<file path="config.mk">
export PLATFORM = sky130hd
export DESIGN_NAME = fsl_byte_unpacker_flat
export DESIGN_NICKNAME = d
export VERILOG_FILES = /design/src/rtl/fsl_pkg.sv /design/src/rtl/fsl_byte_unpacker_if.sv /design/src/rtl/fsl_byte_unpacker.sv /design/src/flat_wrapper.sv
export SDC_FILE = /design/constraint.sdc
export NUM_CORES = 1
export LEC_CHECK = 0
export CAP_MARGIN = 20
export CORE_ASPECT_RATIO = 0.8
export CORE_MARGIN = 2
export CORE_UTILIZATION = 46
export DETAILED_ROUTE_END_ITERATION = 16
export PLACE_DENSITY = 0.81
export SYNTH_ARGS = -nofsm -noshare
export SYNTH_HDL_FRONTEND = slang
export SYNTH_SLANG_ARGS = --single-unit
</file>
<file path="constraint.sdc">
create_clock -name clock -period 2.1 [get_ports clock]
set_clock_uncertainty 0.1 [all_clocks]
set_input_delay 0.315 -clock clock [delete_from_list [all_inputs] [get_ports clock]]
set_output_delay 0.315 -clock clock [all_outputs]
set_load 0.02 [all_outputs]
</file>
<file path="src/rtl/fsl_pkg.sv">
// Shared definitions for the FSL byte unpacker and the FSL-to-serial bridge.
// Holds the state encoding, the word and byte geometry, and the position of
// the byte-count field used by partial words.
package fsl_pkg;

  typedef enum logic {
    IDLE = 1'b0,
    EMIT = 1'b1
  } fsl_state_t;

  localparam int FSL_WIDTH      = 32;
  localparam int BYTE_W         = 8;
  localparam int BYTES_PER_WORD = 4;

  // Byte count of a partial word sits in the two least significant bits.
  localparam int CNT_MSB     = 30;
  localparam int CNT_LSB     = 31;
  localparam int PARTIAL_MAX = 3;

  typedef logic [0:FSL_WIDTH-1] fsl_word_t;
  typedef logic [2:0]           byte_cnt_t;

endpackage

</file>
<file path="src/rtl/fsl_byte_unpacker_if.sv">
// One FSL link. The writing side uses the master modport and the reading
// side uses the slave modport. The unpacker is a slave on its upstream
// link and a master on its downstream link.
interface fsl_byte_unpacker_if;
  import fsl_pkg::*;

  fsl_word_t data;
  logic      control;
  logic      exists;
  logic      read;
  logic      full;
  logic      write;

  modport master (output data, output control, output write, input full);
  modport slave  (input data, input control, input exists, output read);

endinterface

</file>
<file path="src/rtl/fsl_byte_unpacker.sv">
// Splits 32-bit FSL words into single-byte FSL writes on lane [24:31].
// A word tagged with control=1 is a partial word: its count field [30:31]
// gives 1..3 payload bytes taken from [0:7], [8:15], [16:23]. A count of 0
// is consumed and dropped.
// MSB_FIRST=0 reverses the order of the used byte lanes.
// Build option: define FSL_UNPACK_LAST_MARK_EN to flag the last byte of each
// word on FSL_M_CONTROL. Otherwise FSL_M_CONTROL stays 0.
//
// state | meaning
// IDLE  | no latched bytes; read the next word when one exists
// EMIT  | write head byte on every non-full cycle until none remain
module fsl_byte_unpacker
  import fsl_pkg::*;
#(
  parameter bit MSB_FIRST = 1'b1
) (
  input  logic                       clock,
  input  logic                       reset,
  output logic                       FSL_S_CLK,
  output logic                       FSL_M_CLK,
  fsl_byte_unpacker_if.slave         s_fsl,
  fsl_byte_unpacker_if.master        m_fsl,
  output logic                       busy
);

  fsl_state_t state_q, state_d;
  fsl_word_t  word_q, word_d;
  byte_cnt_t  rem_q, rem_d;
  logic [1:0] part_cnt;
  logic       read;
  logic       write;

  assign part_cnt = s_fsl.data[CNT_MSB:CNT_LSB];

  // Put the bytes in emission order so that EMIT only ever shifts left.
  function automatic fsl_word_t order_lanes(input fsl_word_t d, input logic partial,
                                            input logic [1:0] cnt);
    fsl_word_t r;
    r = d;
    if (!MSB_FIRST) begin
      if (!partial) r = {d[24:31], d[16:23], d[8:15], d[0:7]};
      else if (cnt == 2'd2) r = {d[8:15], d[0:7], d[16:31]};
      else if (cnt == 2'd3) r = {d[16:23], d[8:15], d[0:7], d[24:31]};
    end
    return r;
  endfunction

  // State, shift register and remaining-byte counter.
  always_ff @(posedge clock or negedge reset) begin
    if (!reset) begin
      state_q <= IDLE;
      word_q  <= '0;
      rem_q   <= '0;
    end else begin
      state_q <= state_d;
      word_q  <= word_d;
      rem_q   <= rem_d;
    end
  end

  // Next-state logic plus the read and write strobes.
  always_comb begin
    state_d = state_q;
    word_d  = word_q;
    rem_d   = rem_q;
    read    = 1'b0;
    write   = 1'b0;
    case (state_q)
      IDLE: begin
        if (s_fsl.exists) begin
          read = 1'b1;
          if (!s_fsl.control) begin
            word_d  = order_lanes(s_fsl.data, 1'b0, part_cnt);
            rem_d   = byte_cnt_t'(BYTES_PER_WORD);
            state_d = EMIT;
          end else if (part_cnt != 2'd0) begin
            word_d  = order_lanes(s_fsl.data, 1'b1, part_cnt);
            rem_d   = {1'b0, part_cnt};
            state_d = EMIT;
          end
        end
      end
      EMIT: begin
        if (!m_fsl.full) begin
          write  = 1'b1;
          word_d = {word_q[BYTE_W:FSL_WIDTH-1], {BYTE_W{1'b0}}};
          rem_d  = rem_q - 3'd1;
          if (rem_q == 3'd1) state_d = IDLE;
        end
      end
      default: state_d = IDLE;
    endcase
  end

  assign FSL_S_CLK   = clock;
  assign FSL_M_CLK   = clock;
  assign busy        = (state_q == EMIT);
  assign s_fsl.read  = read;
  assign m_fsl.write = write;
  // Lane [24:31] is held at 0 outside EMIT so leftover partial-word bits never show.
  assign m_fsl.data  = {24'h000000, busy ? word_q[0:BYTE_W-1] : 8'h00};

`ifdef FSL_UNPACK_LAST_MARK_EN
  assign m_fsl.control = write & (rem_q == 3'd1);
`else
  assign m_fsl.control = 1'b0;
`endif

endmodule

</file>
<file path="src/flat_wrapper.sv">
// flat-port wrapper written by rule: the top's interface ports become plain ports
module fsl_byte_unpacker_flat import fsl_pkg::*;
#(
  parameter bit MSB_FIRST = 1'b1
)
  (clock, reset, FSL_S_CLK, FSL_M_CLK, busy, s_fsl_data, s_fsl_control, s_fsl_exists, s_fsl_read, m_fsl_data, m_fsl_control, m_fsl_write, m_fsl_full);
  fsl_byte_unpacker_if s_fsl_i ();
  fsl_byte_unpacker_if m_fsl_i ();
  input  logic clock;
  input  logic reset;
  output logic FSL_S_CLK;
  output logic FSL_M_CLK;
  output logic busy;
  input wire logic [$bits(s_fsl_i.data)-1:0] s_fsl_data;
  input wire logic [$bits(s_fsl_i.control)-1:0] s_fsl_control;
  input wire logic [$bits(s_fsl_i.exists)-1:0] s_fsl_exists;
  output wire logic [$bits(s_fsl_i.read)-1:0] s_fsl_read;
  output wire logic [$bits(m_fsl_i.data)-1:0] m_fsl_data;
  output wire logic [$bits(m_fsl_i.control)-1:0] m_fsl_control;
  output wire logic [$bits(m_fsl_i.write)-1:0] m_fsl_write;
  input wire logic [$bits(m_fsl_i.full)-1:0] m_fsl_full;
  assign s_fsl_i.data = s_fsl_data;
  assign s_fsl_i.control = s_fsl_control;
  assign s_fsl_i.exists = s_fsl_exists;
  assign s_fsl_read = s_fsl_i.read;
  assign m_fsl_data = m_fsl_i.data;
  assign m_fsl_control = m_fsl_i.control;
  assign m_fsl_write = m_fsl_i.write;
  assign m_fsl_i.full = m_fsl_full;
  fsl_byte_unpacker #(.MSB_FIRST(MSB_FIRST)) u_core (.clock(clock), .reset(reset), .FSL_S_CLK(FSL_S_CLK), .FSL_M_CLK(FSL_M_CLK), .s_fsl(s_fsl_i), .m_fsl(m_fsl_i), .busy(busy));
endmodule
</file>
Word-level counts from Yosys, hierarchy flattened --
Index checks and enable logic that the tools add are counted.
Storage, ports and cells: bits in registers 36, word-level logic and storage cells 32
Operators by class: muxes and demuxes 21, bitwise operators 1, equal/unequal tests 4, reductions and logical operators 2, add/subtract/negate cells 1
Operators by type and width (number):
- $mux 32 | 4
- $pmux 32 s2 | 1
- $mux 3 | 4
- $mux 1 | 9
- $mux 8 | 1
- $pmux 3 s2 | 1
- $ne 2x2->1 const B | 2
- $eq 3x1->1 const B | 1
- $ne 3x2->1 const B | 1
- $reduce_and 3->1 | 1
- $sub 3x1->3 const B | 1
- $pmux 1 s2 | 1
- $reduce_bool 2->1 | 1
- $not 1->1 | 1

Depth between registers and ports, before layout --
word-level depth 5, mapped depth 5, mapped depth without buffers 5

==> flow_summary.toml <==
[global_routing]
antenna_found_initial = 0
grt_remaining_overflow = 0
grt_pass1_wl_um = 6490
grt_start_max_net_pins = 37
track_usage = 0.168
grt_pass1_vias = 1424

[logic_synthesis]
yosysSeqAreaShare = 0.407
netlist_area_um2 = 2210
yosysWarnings = 0
synth_cells = 166
synth-seq-cells = 36
avgSynthCellArea_um2 = 13.3
synth_cell_types = 24

[final_layout]
stdcell_count = 282
final_cell_mix = "clkdlybuf4s50_1 (36), dfrtp_1 (36), mux2_2 (29)"
drive_above_1_share = 0.356
fillerInstances = 381
areaGrowthSynthToFinish_pct = 26.7
nets = 261
fin_util = 0.610
diodes = 0

[die]
dieArea_um2 = 5390
fp.dieW_um = 81.6
row_count = 22
start_util = 0.482
die_h_um = 66.1
ios = 75
core-area_um2 = 4600

[placement]
gp_congestion = 0.706
dpl.hpwl_um = 2760
numPlacedInstances = 270
io_buffers = 49

[power_and_ir_drop]
comb_power_share = 0.490
p_sw_frac = 0.325
p_sw_uw = 1310
total_power_uw = 4030
p_leak_uw = 0.00136
p_int_uw = 2720
p_seq_frac = 0.300
clkPwrFrac = 0.209
cellPowerDensity_nw_per_um2 = 1440
peakVddDrop_v = 0.000783

[routing]
wl_um = 4020
vias = 1301
dr.first_iter.drc_count = 55
wl_per_cell_um = 14.2
ant_nets = 0
viasPerCell = 4.61
drt_pass1_iterations = 3
drt_drc_violations_left = 0

[worst_setup_path]
crit_required_ns = 1.68
critPathArrivalTime_ns = 1.60
path_max_fanout = 2
crit_type = "clk2out"
cp_slowest_cell = "dlygate4sd2_1"
start_kind = "clock port"
critical_path_buf_inv_count = 3
critPathTopFamily = "buffers and inverters"
worst_path_most_repeated_cell = "clkbuf_8"
r2r_setup_slack_ns = 0.35
cpPeakStageDelay_ns = 0.31
worstPathCellList = "clkbuf_8 > clkbuf_8 > dlygate4sd2_1"
setup.worst_path.end_class = "output pin"

[timing]
grt_setup_unrepaired = "no"
hold_slack_ns = 0.388
fin_setup_tns_ns = 0
slew_viol_final = 0
finalSetupViolations = 0
hold_violations = 0

[clocking]
tritoncts = "yes"
clock_latency_ns = 0.40
clk_pin_slew_ns = 0.07

[hold_path]
min_path_type = "in2async"

[run_status]
status = "finished, final reports clean"

[flow_run]
maxCapViolations = 0
==> power by group through the flow <==
stage	Clock, µW	Sequential [µW]	Combinational (µW)
CTS	869	1210	2000
finish	844	1210	1980
global route	905	1250	2140
global placement	128	1200	2030
detailed placement	128	1220	2060
floorplan	111	1160	1650
==> through the flow <==
stage / worst slack [ns] / cell area, µm²
after floorplan: 0.334 / 2300
after global placement: 0.124 / 2660
after detailed placement: 0.0907 / 2660
after CTS: 0.0767 / 2810
after global routing: 0.0766 / 2810
final: 0.0850 / 2810
==> registers in the layout, indices dropped and copies added (netlist names) <==
signal / cells
u_core.word_q: 32
u_core.rem_q: 3
u_core.busy: 1
==> synth_stat cells <==
library cell  instances  area (µm²)
a22o_1                1        8.76
a311oi_1              1        8.76
a31oi_1               1        6.26
and2_1                8        50.1
buf_12                3        60.1
buf_4                27         203
buf_6                 1        11.3
clkbuf_1              4        15.0
conb_1                1        3.75
dfrtp_1              36         901
ha_1                  2        25.0
inv_1                 5        18.8
mux2_2               29         327
mux2_4               28         420
nand2_1               3        11.3
nand2b_4              1        13.8
nor2_1                1        3.75
nor2b_1               8        50.1
nor2b_4               1        13.8
nor3b_4               1        18.8
o21bai_4              1        18.8
o221ai_1              1        8.76
o2bb2ai_1             1        8.76
xor2_1                1        8.76
==> tightest hold or removal path, cell delays in order <==
cell,delay (ns)
dlygate4sd3_1,0.51
buf_2,0.10
buf_4,0.39
==> timing repair <==
item	CTS	global route
hold buffers	1	0
gates resized for setup	12	0
setup endpoints to repair	12	0
buffers inserted	0	0
hold endpoints to repair	36	0
==> worst paths after layout <==
kind / start / cells past startpoint / to
setup / recovery: clock / 3 / FSL_S_CLK
hold / removal: reset / 3 / u_core.word_q[22]
setup reg to reg: u_core.busy / 5 / u_core.word_q[0]
hold reg to reg: u_core.word_q[8] / 1 / u_core.word_q[8]
max in group asynchronous: reset / 3 / u_core.busy
min in group clock: u_core.word_q[8] / 1 / u_core.word_q[8]
==> metal layers <==
layer / part of all wire / global-route usage
met1: 0.44 / 0.190
met2: 0.47 / 0.262
met3: 0.059 / 0.0492
met4: 0.033 / 0.135
met5: 0 / 0
==> layout make-up <==
cell class                 count  area, µm²  area share
clock buffer                  13        169      0.0602
inverter                       5       18.8     0.00669
multi-input combinational    114       1100       0.391
sequential                    36        901       0.321
tap                           60       75.1      0.0268
timing repair buffer          54        546       0.194
==> cell families after synthesis <==
group,after synthesis,synth area share
muxes,57,0.337
xor gates and xnor gates,1,0.00396
buffers and inverters,40,0.139
other,1,0.00169
adders and majority gates,2,0.0113
AOI/OAI and AO/OA,6,0.0271
and+or+nand+nor,23,0.0729
DFF,36,0.407
No activity file was read; power rests on OpenSTA's default activity.
